### src/rtl/rr_arbiter4_if.sv
// rtl/rr_arbiter4_if.sv - request/grant bundle between four requesters and rr_arbiter4.
// The expired pulse exists only when ARB_TIMEOUT_EN is defined.
interface rr_arbiter4_if;
  logic [3:0] req;
  logic [3:0] din;
  logic [3:0] gnt;
  logic [1:0] sel;
  logic       busy;
  logic       dout;
`ifdef ARB_TIMEOUT_EN
  logic       expired;
`endif

  modport master (
    output req,
    output din,
    input  gnt,
    input  sel,
    input  busy,
`ifdef ARB_TIMEOUT_EN
    input  expired,
`endif
    input  dout
  );

  modport slave (
    input  req,
    input  din,
    output gnt,
    output sel,
    output busy,
`ifdef ARB_TIMEOUT_EN
    output expired,
`endif
    output dout
  );
endinterface

### src/rtl/rr_arbiter4.sv
// rtl/rr_arbiter4.sv - 4-way round-robin arbiter with registered 4:1 data mux.
// Optional hold-time limit compiled in with ARB_TIMEOUT_EN.
module rr_arbiter4 #(
  parameter int unsigned HOLD_MAX = 8
) (
  input  logic        clk,
  input  logic        rst,
  rr_arbiter4_if.slave bus
);

  if (HOLD_MAX < 1 || HOLD_MAX > 15) begin : g_bad_hold_max
    $error("rr_arbiter4: HOLD_MAX must be in 1..15");
  end

  typedef enum logic {S_IDLE, S_GRANT} state_t;

  state_t     state_q, state_d;
  logic [1:0] sel_q, sel_d;
  logic [1:0] last_q, last_d;
  logic [3:0] gnt_q, gnt_d;
  logic       dout_q, dout_d;
  // Blocks arbitration on the first edge after reset release.
  logic       ready_q, ready_d;
`ifdef ARB_TIMEOUT_EN
  localparam logic [3:0] HOLD_LAST = 4'(HOLD_MAX - 1);
  logic [3:0] cnt_q, cnt_d;
  logic       expired_q, expired_d;
`endif

  logic       found;
  logic [1:0] win;
  logic [1:0] idx;

  // Search last_owner+1 .. last_owner; the previous owner is checked last.
  always_comb begin
    found = 1'b0;
    win   = last_q;
    idx   = last_q;
    for (int k = 1; k <= 4; k++) begin
      idx = last_q + 2'(k);
      if (!found && bus.req[idx]) begin
        found = 1'b1;
        win   = idx;
      end
    end
  end

  always_comb begin
    state_d   = state_q;
    sel_d     = sel_q;
    last_d    = last_q;
    ready_d   = 1'b1;
`ifdef ARB_TIMEOUT_EN
    cnt_d     = cnt_q;
    expired_d = 1'b0;
`endif
    case (state_q)
      S_IDLE: begin
        if (ready_q && found) begin
          state_d = S_GRANT;
          sel_d   = win;
`ifdef ARB_TIMEOUT_EN
          cnt_d   = 4'd0;
`endif
        end
      end
      S_GRANT: begin
        if (!bus.req[sel_q]) begin
          state_d = S_IDLE;
          last_d  = sel_q;
        end
`ifdef ARB_TIMEOUT_EN
        else if (cnt_q == HOLD_LAST) begin
          state_d   = S_IDLE;
          last_d    = sel_q;
          expired_d = 1'b1;
        end else begin
          cnt_d = cnt_q + 4'd1;
        end
`endif
      end
      default: state_d = S_IDLE;
    endcase
    gnt_d  = (state_d == S_GRANT) ? (4'b0001 << sel_d) : 4'b0000;
    dout_d = (state_d == S_GRANT) & bus.din[sel_d];
  end

  always_ff @(posedge clk or posedge rst) begin
    if (rst) begin
      state_q   <= S_IDLE;
      sel_q     <= 2'd0;
      last_q    <= 2'd3;
      gnt_q     <= 4'b0000;
      dout_q    <= 1'b0;
      ready_q   <= 1'b0;
`ifdef ARB_TIMEOUT_EN
      cnt_q     <= 4'd0;
      expired_q <= 1'b0;
`endif
    end else begin
      state_q   <= state_d;
      sel_q     <= sel_d;
      last_q    <= last_d;
      gnt_q     <= gnt_d;
      dout_q    <= dout_d;
      ready_q   <= ready_d;
`ifdef ARB_TIMEOUT_EN
      cnt_q     <= cnt_d;
      expired_q <= expired_d;
`endif
    end
  end

  assign bus.gnt  = gnt_q;
  assign bus.sel  = sel_q;
  assign bus.busy = (state_q == S_GRANT);
  assign bus.dout = dout_q;
`ifdef ARB_TIMEOUT_EN
  assign bus.expired = expired_q;
`endif

endmodule
### src/flat_wrapper.sv
// flat-port wrapper written by rule: the top's interface ports become plain ports
module rr_arbiter4_flat 
#(
  parameter int unsigned HOLD_MAX = 8
)
  (clk, rst, bus_req, bus_din, bus_gnt, bus_sel, bus_busy, bus_dout);
  rr_arbiter4_if bus_i ();
  input  logic clk;
  input  logic rst;
  input wire logic [$bits(bus_i.req)-1:0] bus_req;
  input wire logic [$bits(bus_i.din)-1:0] bus_din;
  output wire logic [$bits(bus_i.gnt)-1:0] bus_gnt;
  output wire logic [$bits(bus_i.sel)-1:0] bus_sel;
  output wire logic [$bits(bus_i.busy)-1:0] bus_busy;
  output wire logic [$bits(bus_i.dout)-1:0] bus_dout;
  assign bus_i.req = bus_req;
  assign bus_i.din = bus_din;
  assign bus_gnt = bus_i.gnt;
  assign bus_sel = bus_i.sel;
  assign bus_busy = bus_i.busy;
  assign bus_dout = bus_i.dout;
  rr_arbiter4 #(.HOLD_MAX(HOLD_MAX)) u_core (.clk(clk), .rst(rst), .bus(bus_i));
endmodule
### config.mk
export PLATFORM = sky130hd
export DESIGN_NAME = rr_arbiter4_flat
export DESIGN_NICKNAME = d
export VERILOG_FILES = /design/src/rtl/rr_arbiter4_if.sv /design/src/rtl/rr_arbiter4.sv /design/src/flat_wrapper.sv
export SDC_FILE = /design/constraint.sdc
export NUM_CORES = 1
export LEC_CHECK = 0
export BUFFER_PORTS_ARGS = -buffer_cell sky130_fd_sc_hd__clkbuf_2
export CAP_MARGIN = 20
export CORE_MARGIN = 2
export CORE_UTILIZATION = 45
export CTS_CLUSTER_SIZE = 28
export DETAILED_ROUTE_END_ITERATION = 6
export GPL_ROUTABILITY_DRIVEN = 0
export PLACE_DENSITY = 0.79
export RECOVER_POWER = 25
export SYNTH_ARGS = -nofsm -noshare
export SYNTH_HDL_FRONTEND = slang
export SYNTH_SLANG_ARGS = --single-unit
export TNS_END_PERCENT = 1
### constraint.sdc
create_clock -name clk -period 2.05 [get_ports clk]
set_input_delay 0.3075 -clock clk [delete_from_list [all_inputs] [get_ports clk]]
set_output_delay 0.3075 -clock clk [all_outputs]
set_load 0.005 [all_outputs]
==> results_dict.tcl, run 1 <==
set metrics [dict create \
    status "finished, violations left" \
    violations "hold timing" \
    synth_area_leaders "dfrtp_1 (33%), dfstp_2 (7.7%), nand2b_1 (5.5%), nor2b_1 (4.6%), buf_6 (3.3%)" \
    ioPinCount 18 \
    final-instance-count-excl-fill 99 \
    drive_above_1_share 0.422 \
    slowest_delay_ns 0.55 \
    vias 530 \
    ys_ff_latch 11 \
    die_w_um 42.8 \
    ir_drop_v 0.000602 \
    max_cap_viol_count 0 \
    wl_met3_um 55 \
    p_sw_frac 0.369 \
    p_seq_frac 0.378 \
    syn-cell-area_um2 678 \
    synthArstFlopShare 1.00 \
    core_um2 1450 \
    wl_per_cell_um 12.3 \
    p_int_mw 0.649 \
    die_h_um 42.8 \
    wl_met2_um 614 \
    synth_edf_count 0 \
    cts_tree "built" \
    end_kind "register" \
    synth_top_area_share 0.332 \
    crit_slowest_cell "mux4_2" \
    fmax_mhz 620 \
    cts_hold_buffers 0 \
    skew_ns 0.00757 \
    synth.net_count 73 \
    cts_sinks 11 \
    antenna_cells 0 \
    hold_ws_ns -0.00778 \
    drc_errors 0 \
    port_buffers 17 \
    dieArea_um2 1830 \
    grt_max_degree 12 \
    crit_fanout 8 \
    nets 94 \
    synthCells 63 \
    hold_viol 5 \
    setup.worst_path.class "register to register" \
    antenna_found_initial 0 \
    cts_buffers 3 \
    finalMaxSlewViolations 0 \
    arrival_ns 1.75 \
    grt_use_total 0.154 \
    critPathRequiredTime_ns 2.19 \
    fillers 135 \
    final_cell_mix "clkbuf_2 (17), dfrtp_1 (9), nand2b_1 (6)" \
    postCtsSetupBuffers 0 \
    top_layer "met3" \
    post-dp-hpwl_um 987 \
    post-route-min-period_ns 1.61 \
    ant_nets 0 \
    switching_power_mw 0.380 \
    viasPerCell 5.35 \
    yosysUniqueCellTypes 31 \
    multi_input_area_um2 370 \
    power_density_nw_per_um2 1290 \
    wirelength_mm 1.22 \
    synth_area_per_cell_um2 10.8 \
    cts-resized-gates 0 \
    final-seq-area_um2 278 \
    synth-main-ff-cell "dfrtp_1" \
    yosys_warnings 0 \
    grt_pass1_vias 496 \
    comb_power_share 0.488 \
    drt_iter0_drc 14 \
    rsz0062_at_grt "false" \
    area_delta_synth_final_pct 17.2 \
    worstHoldPathType "input port to async pin" \
    setup_viol 0 \
    grt_overflow 0 \
    critPathLaunchType "register" \
    dp.cells 95 \
    clk-insertion-delay-late_ns 0.26 \
    ctsHtreeMaxLevel 1 \
    cts.path.max_buffers 2 \
    drt_first_pass_iters 4 \
    synth_area_leader_cell "dfrtp_1" \
    clockRootBuffer "clkbuf_4" \
    worstPathCellList "mux4_2, a21o_1, nand2b_1, o22ai_2" \
    p_leak_nw 0.363 \
    yosysSeqAreaShare 0.410 \
    start_util 0.466 \
    rr_worst_depth 4 \
    wl_met1_um 549 \
    row_count 14 \
    pwr-share-clk 0.134 \
    grt_pass1_wl_mm 2.09 \
    fin_crit_sh 0.787 \
    clk_pin_slew_ns 0.07 \
    setup-tns-final_ns 0 \
    layout_commonest_cell "clkbuf_2" \
]
==> through the flow <==
step	util	worst slack, ns	cell area [um^2]	total power, mW	hold slack [ns]
after floorplan	-	0.313	678	0.753	0.159
after global placement	0.528	0.275	768	0.887	0.277
after detailed placement	0.528	0.263	768	0.896	0.282
after CTS	0.546	0.431	795	1.04	0.00212
after global routing	0.546	0.349	795	1.11	0.0375
final	0.546	0.438	795	1.03	-0.00778
==> critical path, delay by kind of cell (launching register included) <==
kind	cells	cell delay, ns
AO/OA/AOI/OAI	2	0.31
flip-flops	1	0.49
multiplexers	1	0.55
AND/OR/NAND/NOR	1	0.15
==> layout make-up <==
class | count | area share
Clock buffer | 4 | 0.0331
Timing Repair Buffer | 18 | 0.117
Sequential cell | 11 | 0.350
Inverter | 2 | 0.00945
Tap cell | 16 | 0.0252
Multi-Input combinational cell | 48 | 0.466
==> state kept, by name, indices dropped and copies added, names as in the netlist <==
register,count
u_core.bus.busy,1
u_core.bus.dout,1
u_core.bus.gnt,4
u_core.bus.sel,2
u_core.last_q,2
u_core.ready_q,1
==> kinds of logic after synthesis <==
kind of cell           share of synthesized area
AO/OA/AOI/OAI                              0.205
buffers and inverters                     0.0443
flip-flops                                 0.410
multiplexers                              0.0664
other                                    0.00553
AND/OR/NAND/NOR                            0.269
==> final timing paths <==
kind,startpoint,end,slack [ns]
max,u_core.bus.sel[0],u_core.bus.dout,0.44
min,rst,u_core.bus.gnt[3],-0.008
max reg2reg,u_core.bus.sel[0],u_core.bus.dout,0.44
min reg2reg,u_core.bus.sel[1],u_core.last_q[1],0.58
max in group asynchronous,rst,u_core.last_q[0],1.74
min in group clk,bus_din[2],u_core.bus.dout,0.51
==> layer usage <==
layer | track usage | up-vias
li1 | - | 269
met1 | 0.184 | 246
met2 | 0.267 | 15
met3 | 0.0383 | 0
met4 | 0.0563 | 0
met5 | 0 | -
==> power groups by stage <==
stage,clock network (mW),registers (mW),logic (mW)
floorplan,0,0.382,0.371
global placement,0,0.390,0.498
detailed placement,0,0.392,0.504
CTS,0.142,0.388,0.507
global route,0.152,0.402,0.554
finish,0.138,0.389,0.502
==> synth_stat cells (2+ instances only) <==
master,instances
nor2b_1,5
nand2b_1,6
nand4_1,2
nand2_1,3
nor3_2,2
o2111a_1,2
a21oi_1,2
dfrtp_1,9
dfstp_2,2
mux2_2,2
buf_6,2
nand3_1,2
inv_1,2
o31ai_1,2
nor2_1,4
No activity file was read; power rests on OpenSTA's default activity.
==> run 2, diff against run 1 <==
==> constraint.sdc (replaced) <==
create_clock -name clk -period 1.6 [get_ports clk]
set_input_delay 0.24 -clock clk [delete_from_list [all_inputs] [get_ports clk]]
set_output_delay 0.24 -clock clk [all_outputs]
set_load 0.005 [all_outputs]
==> run 2 against run 1 <==
Effect of this change:
- the run now ends clean
- wire length rose by 18%
- worst hold slack improved by 0.43 ns
- die area did not move
- critical endpoint is now u_core.last_q[0]
- largest cell class unchanged
==> results_dict.tcl, run 2 (same netlist as run 1, synthesis figures left out) <==
set metrics [dict create \
    hold_viol 0 \
    grt_overflow 0 \
    skew_ns 0.00787 \
    clk-insertion-delay-late_ns 0.26 \
    cts_sinks 11 \
    die_h_um 42.8 \
    ctsHtreeMaxLevel 1 \
    cts_buffers 3 \
    grt_max_degree 12 \
    dieArea_um2 1830 \
    end_kind "register" \
    finalPower_mw 1.42 \
    status "complete, no violations" \
    wl_met1_um 569 \
    rr_startpoint "u_core.bus.sel[0]" \
    port_buffers 17 \
    vias 576 \
    worstHoldPathType "input port to register" \
    post-route-min-period_ns 1.47 \
    ir_drop_v 0.000783 \
    clk_pin_slew_ns 0.07 \
    crit_fanout 2 \
    path_delay_family "multiplexers" \
    slowest_delay_ns 0.53 \
    cp-startpoint "u_core.bus.sel[0]" \
    die_w_um 42.8 \
    placement.cell_area_um2 828 \
    drt_first_pass_iters 4 \
    antenna_found_initial 0 \
    power_density_nw_per_um2 1630 \
    post-dp-hpwl_mm 1.20 \
    wl_per_cell_um 13.4 \
    fin_crit_sh 0.920 \
    grt_pass1_vias 550 \
    row_count 14 \
    arrival_ns 1.66 \
    max_cap_viol_count 0 \
    finalMaxSlewViolations 0 \
    drive_above_1_share 0.505 \
    finish.instance_area_um2 872 \
    postCtsSetupBuffers 0 \
    final_cell_mix "clkbuf_2 (17), dfrtp_1 (9), buf_4 (8)" \
    rsz0062_at_grt "false" \
    drt_iter0_drc 11 \
    place_ws_ns -0.0557 \
    largest_reg_flops 4 \
    layout_commonest_cell "clkbuf_2" \
    grt_use_total 0.183 \
    wl_met2_um 783 \
    cts_tree "built" \
    multi_input_area_um2 384 \
    viasPerCell 5.38 \
    nets 102 \
    worstHoldStart "bus_din[2]" \
    drc_errors 0 \
    final-seq-area_um2 278 \
    top_layer "met4" \
    area_delta_synth_final_pct 28.6 \
    fmax_mhz 679 \
    fin_util 0.600 \
    grt_pass1_wl_mm 2.38 \
    worst_slack_ns 0.128 \
    setup.worst_path.class "register to register" \
    p_leak_nw 0.411 \
    ant_nets 0 \
    wirelength_mm 1.44 \
    ioPinCount 18 \
    fillers 116 \
    crit_slowest_cell "mux4_2" \
    worstPathCellList "mux4_2, nand2b_1, mux2_2" \
    clockRootBuffer "clkbuf_4" \
    core_um2 1450 \
    antenna_cells 0 \
    cts.path.max_buffers 2 \
    wl_met3_um 70 \
    critPathLaunchType "register" \
    critPathRequiredTime_ns 1.79 \
    worst-path-buf-inv 0 \
    start_util 0.466 \
    setup_viol 0 \
]
run 2: changes by cell type in the layout (fill, tap and decap cells not counted):
| cell | change |
|---|---|
| nor3_1 | -1 |
| nor3_2 | +1 |
| buf_4 | +7 |
| nand2b_4 | +1 |
| clkinv_2 | +1 |
| and3_1 | -1 |
| clkbuf_1 | -1 |
| nand2b_1 | -1 |
| dlygate4sd3_1 | +1 |
| and3_2 | +1 |
run 2: per-layer routing:
metal	vias up	global-route usage
met5	-	0
met4	0	0.0375
met3	2	0.0766
met2	18	0.330
met1	272	0.196
li1	284	-
run 2: area by class of cell:
cell class | instances | area share
Multi-Input combinational cell | 48 | 0.440
Sequential cell | 11 | 0.319
Timing Repair Buffer | 26 | 0.178
Clock buffer | 3 | 0.0258
Tap cell | 16 | 0.0230
Inverter | 2 | 0.00861
Clock inverter | 1 | 0.00574
run 2: per-stage QoR:
step                      hold WS, ns  TNS [ns]  cells
final                           0.425         0    107
after global routing            0.428         0    107
after CTS                       0.416         0    107
after detailed placement        0.219    -0.139    102
after global placement          0.212    -0.134    102
after floorplan                0.0910   -0.0637     63
run 2: path summary, 6_finish.rpt:
kind                       slack, ns           endpoint  depth (start not counted)
hold reg to reg                 0.59   u_core.last_q[1]                          1
setup reg to reg                0.13   u_core.last_q[0]                          3
hold / removal                  0.43    u_core.bus.dout                          4
min in group asynchronous       0.48  u_core.bus.gnt[0]                          3
setup / recovery                0.13   u_core.last_q[0]                          3
max in group asynchronous       0.79   u_core.last_q[1]                          3
run 2: worst register-to-register path, cell delays in order, from the launching register on:
cell,delay [ns]
dfrtp_1,0.38
mux4_2,0.53
nand2b_1,0.20
mux2_2,0.29
run 2: repair_timing:
action / in CTS / in global routing
gates resized for setup: 0 / 2
endpoints found under the hold margin: 9 / 0
hold buffers: 1 / 0
endpoints found under the setup margin: 0 / 1
run 2: where the power goes:
group / switching [mW] / total [mW] / internal, mW / leakage [nW]
registers: 0.0796 / 0.482 / 0.403 / 0.135
clock network: 0.0889 / 0.181 / 0.0923 / 0.0177
logic: 0.360 / 0.761 / 0.401 / 0.258
